<file path="config.mk">
export PLATFORM = sky130hd
export DESIGN_NAME = seg7_to_hex
export DESIGN_NICKNAME = d
export VERILOG_FILES = /design/src/rtl/seg7_to_hex.sv
export SDC_FILE = /design/constraint.sdc
export NUM_CORES = 1
export LEC_CHECK = 0
export CAP_MARGIN = 20
export CORE_MARGIN = 1
export CORE_UTILIZATION = 30
export CTS_BUF_LIST = sky130_fd_sc_hd__clkbuf_16
export CTS_CLUSTER_DIAMETER = 150
export CTS_CLUSTER_SIZE = 20
export DETAILED_ROUTE_END_ITERATION = 16
export GPL_TIMING_DRIVEN = 1
export HOLD_SLACK_MARGIN = 0.06
export SYNTH_ARGS = -nofsm -noshare
export SYNTH_HDL_FRONTEND = slang
export SYNTH_SLANG_ARGS = --single-unit
</file>
<file path="constraint.sdc">
create_clock -name i_Clk -period 2.4 [get_ports i_Clk]
set_input_delay 0.48 -clock i_Clk [delete_from_list [all_inputs] [get_ports i_Clk]]
set_output_delay 0.48 -clock i_Clk [all_outputs]
set_load 0.02 [all_outputs]
</file>
<file path="src/rtl/seg7_to_hex.sv">
// -----------------------------------------------------------------------------
// seg7_to_hex
//   Debounces a 7-segment display drive (active-low segment lines) and turns
//   each stable pattern into a hex digit.
//
//   A pattern must be seen unchanged at STABLE_CYCLES+1 consecutive rising
//   edges before it is accepted. Each acceptance raises one one-cycle pulse:
//   o_Valid for a legal hex glyph, or o_Error for any other pattern.
//
// Parameters
//   STABLE_CYCLES : 2..255, consecutive cycles a pattern must be held.
//
// Ports
//   i_Clk                     : clock, rising edge
//   i_Rst_L                   : synchronous active-low reset
//   i_Segment_A..i_Segment_G  : segment lines, 0 = lit (A = bit6 .. G = bit0)
//   o_Value[3:0]              : last accepted legal digit
//   o_Valid                   : one-cycle pulse on legal acceptance
//   o_Error                   : one-cycle pulse on illegal acceptance
//   o_Locked                  : high while the accepted pattern is unchanged
//   o_Err_Count[7:0]          : saturating count of o_Error pulses
//                               (present only with SEG7_ERR_COUNT_EN)
//
// Build option
//   SEG7_ERR_COUNT_EN : when defined, adds o_Err_Count and its counter.
// -----------------------------------------------------------------------------
module seg7_to_hex #(
    parameter int STABLE_CYCLES = 4
) (
    input  logic       i_Clk,
    input  logic       i_Rst_L,
    input  logic       i_Segment_A,
    input  logic       i_Segment_B,
    input  logic       i_Segment_C,
    input  logic       i_Segment_D,
    input  logic       i_Segment_E,
    input  logic       i_Segment_F,
    input  logic       i_Segment_G,
    output logic [3:0] o_Value,
    output logic       o_Valid,
    output logic       o_Error,
`ifdef SEG7_ERR_COUNT_EN
    output logic [7:0] o_Err_Count,
`endif
    output logic       o_Locked
);

    typedef enum logic {
        ST_SETTLE = 1'b0,
        ST_HELD   = 1'b1
    } state_t;

    localparam logic [7:0] ACCEPT_CNT = 8'(STABLE_CYCLES - 1);
    localparam logic [6:0] BLANK      = 7'b111_1111;

    // Returns {legal, digit}; any pattern that is not a hex glyph is illegal.
    function automatic logic [4:0] decode_seg(input logic [6:0] pat);
        logic [4:0] res;
        case (pat)
            7'b000_0001: res = {1'b1, 4'h0};
            7'b100_1111: res = {1'b1, 4'h1};
            7'b001_0010: res = {1'b1, 4'h2};
            7'b000_0110: res = {1'b1, 4'h3};
            7'b100_1100: res = {1'b1, 4'h4};
            7'b010_0100: res = {1'b1, 4'h5};
            7'b010_0000: res = {1'b1, 4'h6};
            7'b000_1111: res = {1'b1, 4'h7};
            7'b000_0000: res = {1'b1, 4'h8};
            7'b000_0100: res = {1'b1, 4'h9};
            7'b000_1000: res = {1'b1, 4'hA};
            7'b110_0000: res = {1'b1, 4'hB};
            7'b011_0001: res = {1'b1, 4'hC};
            7'b100_0010: res = {1'b1, 4'hD};
            7'b011_0000: res = {1'b1, 4'hE};
            7'b011_1000: res = {1'b1, 4'hF};
            default:     res = {1'b0, 4'h0};
        endcase
        return res;
    endfunction

    logic [6:0] pattern_s;
    logic [6:0] sample_r;
    logic [7:0] cnt_r;
    logic [7:0] cnt_s;
    state_t     state_r;
    state_t     state_s;
    logic       restart_r;
    logic       changed_s;
    logic       accept_s;
    logic [4:0] decoded_s;

    assign pattern_s = {i_Segment_A, i_Segment_B, i_Segment_C, i_Segment_D,
                        i_Segment_E, i_Segment_F, i_Segment_G};

    // On acceptance the inputs equal S, so decoding S is the accepted glyph.
    assign decoded_s = decode_seg(sample_r);

    // Next-state and counter logic of the settle/held controller.
    always_comb begin
        state_s  = state_r;
        cnt_s    = cnt_r;
        accept_s = 1'b0;
        // restart_r makes the first edge after reset behave as a change, so a
        // pattern held across reset (even blank, which equals the reset value
        // of S) still needs the full STABLE_CYCLES+1 edges.
        changed_s = restart_r || (pattern_s != sample_r);
        if (changed_s) begin
            state_s = ST_SETTLE;
            cnt_s   = 8'd0;
        end else begin
            case (state_r)
                ST_SETTLE: begin
                    if (cnt_r == ACCEPT_CNT) begin
                        accept_s = 1'b1;
                        state_s  = ST_HELD;
                    end else begin
                        cnt_s = cnt_r + 8'd1;
                    end
                end
                ST_HELD: begin
                    state_s = ST_HELD;
                end
                default: begin
                    state_s = ST_SETTLE;
                    cnt_s   = 8'd0;
                end
            endcase
        end
    end

    // State, sample register and stability counter.
    always_ff @(posedge i_Clk) begin
        if (!i_Rst_L) begin
            state_r   <= ST_SETTLE;
            cnt_r     <= 8'd0;
            sample_r  <= BLANK;
            restart_r <= 1'b1;
        end else begin
            state_r   <= state_s;
            cnt_r     <= cnt_s;
            sample_r  <= pattern_s;
            restart_r <= 1'b0;
        end
    end

    // Registered result outputs; pulses last exactly one cycle because
    // accept_s is only raised on the SETTLE -> HELD transition.
    always_ff @(posedge i_Clk) begin
        if (!i_Rst_L) begin
            o_Value  <= 4'h0;
            o_Valid  <= 1'b0;
            o_Error  <= 1'b0;
            o_Locked <= 1'b0;
        end else begin
            o_Valid  <= accept_s & decoded_s[4];
            o_Error  <= accept_s & ~decoded_s[4];
            o_Locked <= (state_s == ST_HELD);
            if (accept_s && decoded_s[4]) begin
                o_Value <= decoded_s[3:0];
            end else begin
                o_Value <= o_Value;
            end
        end
    end

`ifdef SEG7_ERR_COUNT_EN
    // Saturating count of illegal acceptances.
    always_ff @(posedge i_Clk) begin
        if (!i_Rst_L) begin
            o_Err_Count <= 8'd0;
        end else if (accept_s && !decoded_s[4] && (o_Err_Count != 8'hFF)) begin
            o_Err_Count <= o_Err_Count + 8'd1;
        end else begin
            o_Err_Count <= o_Err_Count;
        end
    end
`endif

endmodule

</file>
==> flow_metrics.py, run 1 <==
metrics = {
    "power_and_ir_drop": {
        "switchingPower_uw": 191.0,
        "p_clk_share_pct": 43.5,
        "p_int_uw": 649.6,
        "pwr-share-comb_pct": 7.2,
        "power.density_nw_per_um2": 520.8,
        "ir_drop_mv": 0.3118,
        "p_leak_uw": 0.0005588,
        "switching_share_pct": 22.72,
        "seqPwrFrac_pct": 49.4,
    },
    "cells_and_area": {
        "multiInputGateArea_um2": 825.8,
        "antennaDiodeCount": 0,
        "fillers": 461,
        "regArea_um2": 460.4,
        "synthToLayoutAreaGrowth_pct": 16.32,
        "drive_gt1_share_pct": 8.982,
        "nNetsFinal": 178,
    },
    "placement": {
        "post-place-ws_ns": 0.1572,
        "buffer_ports.inserted": 15,
        "finalWeightedCongestion": 0.7798,
        "place_hpwl_um": 2019,
    },
    "logic_synthesis": {
        "yosys.cell_types.count": 46,
        "synthesis.nets": 167,
        "synth-async-reset-ratio_pct": 0,
        "synth_top_area_cell": "dfxtp_1",
        "synth_area_leaders": "dfxtp_1, xor2_1, nor2_1",
        "ys_seq_area_share_pct": 33.18,
        "synth_top_area_share_pct": 33.18,
        "synthCells": 157,
        "synth-seq-cells": 23,
        "synth.avg_cell_area_um2": 8.838,
        "yosys-top-cells-count": "dfxtp_1, nor2_1, xor2_1",
        "yosysMostFrequentCell": "dfxtp_1",
        "yosysWarnings": 0,
        "synth_enable_flop_cells": 0,
        "yosys_most_used_dff": "dfxtp_1",
        "synth_area_um2": 1388,
    },
    "timing": {
        "hold_viol": 0,
        "fin_tns_setup_ns": 0,
        "finalWorstSetupSlack_ns": 0.3964,
        "fmax_ghz": 0.4991,
        "worstMarginPinSlew_ns": 0.5896,
        "max_slew_margin_pct": 60.64,
        "finalClockSkew_ns": 0.002271,
        "holdWs_ns": 0.4631,
        "finalMaxSlewViolations": 0,
        "fin_crit_ns": 2.004,
        "rsz0062_at_grt": "false",
        "min_period_over_period_pct": 83.48,
        "setup_viol": 0,
    },
    "setup_path": {
        "cpMaxStageDelayCell": "dfxtp_1",
        "crit_path_start_kind": "flop",
        "arrival_ns": 2.16,
        "crit_type": "flop to flop",
        "endpoint_kind": "flop",
        "required_ns": 2.55,
        "critical_path.max_stage_delay_ns": 0.69,
        "path_cells": "xor2_1 -> nor4_2 -> and3_1 -> o31ai_4 -> a31o_1",
        "critPathMaxFanout": 18,
    },
    "clock_network": {
        "cts_made_buffers": 3,
        "clkSinkCount": 23,
        "cts.htree.levels": 1,
        "cts_root_buf": "clkbuf_16",
        "path_clk_slew_ns": 0.06,
        "cts_buffer_depth": 2,
        "post_cts_buffers": 0,
        "cts_resized": 0,
        "clk_latency_ns": 0.25,
        "tritoncts": "done",
        "hold_buffers": 0,
    },
    "route": {
        "drt_iter0_markers": 88,
        "route.detailed.drc": 0,
        "postRouteAntennaNets": 0,
        "vias_per_cell": 5.169,
        "vias": 1132,
        "wl_per_cell_um": 12.99,
        "firstDrtPassIters": 4,
        "drt-total-wl_um": 2845,
    },
    "floorplanning": {
        "die_w_um": 70.01,
        "die_h_um": 70.01,
        "core_um2": 4414,
        "pin_count": 16,
        "std_cell_rows": 24,
        "initial_core_util_pct": 31.43,
        "dieArea_um2": 4901,
    },
    "run_status": {
        "status": "finished clean",
    },
    "min_path": {
        "hp-class": "flop to flop",
    },
    "run": {
        "drv_cap": 0,
    },
    "global_route": {
        "grt_max_degree": 19,
        "grt_use_total_pct": 12.08,
        "grt_pass1_vias": 1015,
        "grt_overflow_total": 0,
        "antenna_found_initial": 0,
        "grt_pass1_wl_um": 4781,
    },
}
[metrics by stage]
| step | instance area, um^2 | util [%] | cells | total power (uW) |
|---|---|---|---|---|
| after floorplan | 1388 | - | 157 | 466.8 |
| after global placement | 1531 | 34.69 | 215 | 483.5 |
| after detailed placement | 1531 | 34.69 | 215 | 483.0 |
| after CTS | 1614 | 36.56 | 219 | 853.4 |
| after global routing | 1614 | 36.56 | 219 | 876.3 |
| final | 1614 | 36.56 | 219 | 840.6 |
[power by group through the flow]
| stage | combinational, uW | clock [uW] | sequential, uW |
|---|---|---|---|
| final | 60.2 | 365 | 415 |
| after global routing | 66.8 | 392 | 417 |
| after CTS | 60.6 | 379 | 414 |
| after detailed placement | 60.0 | 0 | 423 |
| after global placement | 59.9 | 0 | 424 |
| after floorplan | 64.9 | 0 | 402 |
[sequential cells by signal (all words and copies together), names as in the netlist]
name and cells:
sample_r 7, cnt_r 8, o_Value 4, o_Locked 1
o_Valid 1, restart_r 1, o_Error 1
[cells in the final DEF, fill, tap and decap left out, types with 5 or more instances in the layout]
cell type	instances
dfxtp_1	23
nor2_1	17
clkdlybuf4s50_1	15
xor2_1	13
nand2b_1	9
o21ai_0	8
nand3_1	7
nor4_1	6
nand2_1	5
[metal layers]
layer	vias to the layer above	global-route usage, %	wire length [um]	share of wire [%]
li1	585	-	-	-
met1	532	17.04	1425	50
met2	13	17.95	1312	46
met3	2	3.319	89	3.1
met4	0	3.333	18	0.63
met5	-	0	0	0
[area by class of cell]
| class | count | area share (%) |
|---|---|---|
| multi-input combinational | 120 | 51.16 |
| sequential | 23 | 28.53 |
| timing repair buffer | 18 | 10.70 |
| clock buffer | 3 | 4.651 |
| tap | 52 | 4.031 |
| clock inverter | 1 | 0.4651 |
| inverter | 2 | 0.4651 |
[kinds of logic (layout without fill, tap and decap cells)]
kind of cell | Yosys count | in the layout | synth area share [%]
adder cells (fa/ha/maj) | 1 | 1 | 0.9016
AO/OA/AOI/OAI | 24 | 24 | 13.17
multiplexers | 4 | 4 | 2.886
flip-flops | 23 | 23 | 33.18
buffers and inverters | 14 | 24 | 7.304
AND/OR/NAND/NOR | 76 | 76 | 33.09
XOR/XNOR | 15 | 15 | 9.468
[worst max-delay path: cells and delay by family, from the launching register on]
kind | cells | cell delay (ns)
and+or+nand+nor | 2 | 0.69
DFF | 1 | 0.69
xor gates and xnor gates | 1 | 0.17
AOI/OAI and AO/OA | 2 | 0.33
[path summary, 6_finish.rpt]
kind,from,end,slack (ns),cells past startpoint
worst max-delay path,sample_r[3],o_Value[3],0.40,5
worst min-delay path,o_Value[1],o_Value[1],0.46,2
worst max register to register,sample_r[3],o_Value[3],0.40,5
worst min register to register,o_Value[1],o_Value[1],0.46,2
Note: power is estimated with default switching activity, not from simulation.
==> run 2, diff against run 1 <==
==> constraint.sdc (replaced) <==
create_clock -name i_Clk -period 2.1 [get_ports i_Clk]
set_input_delay 0.42 -clock i_Clk [delete_from_list [all_inputs] [get_ports i_Clk]]
set_output_delay 0.42 -clock i_Clk [all_outputs]
set_load 0.02 [all_outputs]
==> flow_metrics.py, run 2 (synthesized netlist as in run 1, its figures left out) <==
metrics = {
    "run_status": {
        "status": "finished clean",
    },
    "timing": {
        "setup_viol": 0,
        "finalWorstSetupSlack_ns": 0.1626,
        "hold_viol": 0,
        "rsz0062_at_grt": "false",
        "min_period_over_period_pct": 92.26,
        "worstMarginPinSlew_ns": 0.5180,
        "finalClockSkew_ns": 0.004903,
        "finalMaxSlewViolations": 0,
        "fmax_ghz": 0.5162,
        "fin_crit_ns": 1.937,
        "holdWs_ns": 0.4623,
        "max_slew_margin_pct": 65.42,
        "fin_tns_setup_ns": 0,
    },
    "floorplanning": {
        "core_um2": 4414,
        "initial_core_util_pct": 31.43,
        "die_h_um": 70.01,
        "std_cell_rows": 24,
        "die_w_um": 70.01,
        "dieArea_um2": 4901,
        "pin_count": 16,
    },
    "power_and_ir_drop": {
        "p_int_uw": 743.2,
        "seqPwrFrac_pct": 49.6,
        "power.density_nw_per_um2": 581.1,
        "pwr-share-comb_pct": 8.1,
        "switchingPower_uw": 210.7,
        "p_clk_share_pct": 42.4,
        "switching_share_pct": 22.09,
        "ir_drop_mv": 0.2893,
        "p_leak_uw": 0.0005834,
    },
    "setup_path": {
        "arrival_ns": 2.09,
        "endpoint_kind": "flop",
        "crit_path_start_kind": "flop",
        "crit_type": "flop to flop",
        "required_ns": 2.25,
        "critPathMaxFanout": 13,
    },
    "cells_and_area": {
        "final_cell_mix": "dfxtp_1, nor2_1, clkdlybuf4s50_1, xor2_1, nand2b_1",
        "drive_gt1_share_pct": 11.11,
        "nNetsFinal": 182,
        "antennaDiodeCount": 0,
        "largestRegisters": "cnt_r (8), sample_r (7), o_Value (4)",
        "multiInputGateArea_um2": 825.8,
        "mostFrequentLayoutCell": "dfxtp_1",
        "largest_reg_flops": 8,
        "largest-register": "cnt_r",
        "synthToLayoutAreaGrowth_pct": 18.30,
        "regArea_um2": 461.7,
        "fillers": 455,
    },
    "global_route": {
        "grt_max_degree": 19,
        "grt_pass1_wl_um": 4740,
        "grt_overflow_total": 0,
        "grt_use_total_pct": 11.75,
        "grt_pass1_vias": 1084,
        "antenna_found_initial": 0,
    },
    "route": {
        "route.detailed.drc": 0,
        "vias": 1161,
        "drt-total-wl_um": 2829,
        "drt_iter0_markers": 46,
        "postRouteAntennaNets": 0,
        "wl_per_cell_um": 12.69,
        "vias_per_cell": 5.206,
        "firstDrtPassIters": 4,
    },
    "placement": {
        "place_hpwl_um": 2070,
        "finalWeightedCongestion": 0.7826,
        "post-place-ws_ns": 0.002751,
        "buffer_ports.inserted": 15,
    },
    "clock_network": {
        "post_cts_buffers": 0,
        "cts_root_buf": "clkbuf_16",
        "tritoncts": "done",
        "path_clk_slew_ns": 0.06,
        "clkSinkCount": 23,
        "cts_buffer_depth": 2,
        "clk_latency_ns": 0.26,
        "hold_buffers": 0,
        "cts.htree.levels": 1,
        "cts_made_buffers": 3,
    },
    "run": {
        "drv_cap": 0,
    },
    "min_path": {
        "hp-class": "flop to flop",
    },
}
[run 2: changes by cell type in the layout (fill, tap and decap cells not counted)]
| cell | delta |
|---|---|
| buf_4 | +4 |
| clkinvlp_4 | -1 |
| dfxtp_1 | -1 |
| dfxtp_2 | +1 |
| inv_1 | +1 |
[run 2: per-layer routing]
layer	GRT usage, %	wire length, um	vias up
met4	2.000	0	0
met1	15.29	1361	554
met2	19.76	1357	14
li1	-	-	593
met5	0	0	-
met3	3.030	111	0
[run 2: through the flow]
stage | power, uW | instances | util, % | instance area [um^2]
after floorplan | 533.5 | 157 | - | 1388
after global placement | 558.0 | 219 | 35.37 | 1562
after detailed placement | 558.2 | 219 | 35.37 | 1562
after CTS | 969.2 | 223 | 37.16 | 1640
after global routing | 995.9 | 223 | 37.19 | 1642
final | 953.9 | 223 | 37.19 | 1642
[run 2: area by class of cell]
type	instances	area share, %
Multi-Input combinational cell	120	50.31
Sequential cell	23	28.13
Timing Repair Buffer	22	12.35
Clock buffer	3	4.573
Tap cell	52	3.963
Inverter	2	0.4573
Clock inverter	1	0.2287
[run 2: worst max-delay path, cell delays in order (launching register included)]
cell and delay [ns]:
dfxtp_1 0.59, nor4b_2 0.37, nand3b_1 0.12, o211ai_1 0.39, o31ai_4 0.13, a31o_1 0.22
[run 2: final timing paths]
path | startpoint | to | slack [ns] | cells after the start
max | sample_r[6] | o_Value[3] | 0.16 | 5
min | o_Value[2] | o_Value[2] | 0.46 | 2
max reg2reg | sample_r[6] | o_Value[3] | 0.16 | 5
min reg2reg | o_Value[2] | o_Value[2] | 0.46 | 2
[run 2: power groups by stage]
stage | clock, uW | sequential (uW) | combinational [uW]
after global placement | 0 | 482 | 76.3
final | 404 | 473 | 77.0
after global routing | 437 | 475 | 84.2
after detailed placement | 0 | 481 | 77.0
after CTS | 420 | 471 | 77.8
after floorplan | 0 | 459 | 74.1
[run 2: what timing repair did]
action                                 in CTS  in global routing
gates resized for setup                     0                  1
endpoints found under the hold margin       0                  0
setup endpoints to repair                   0                  1
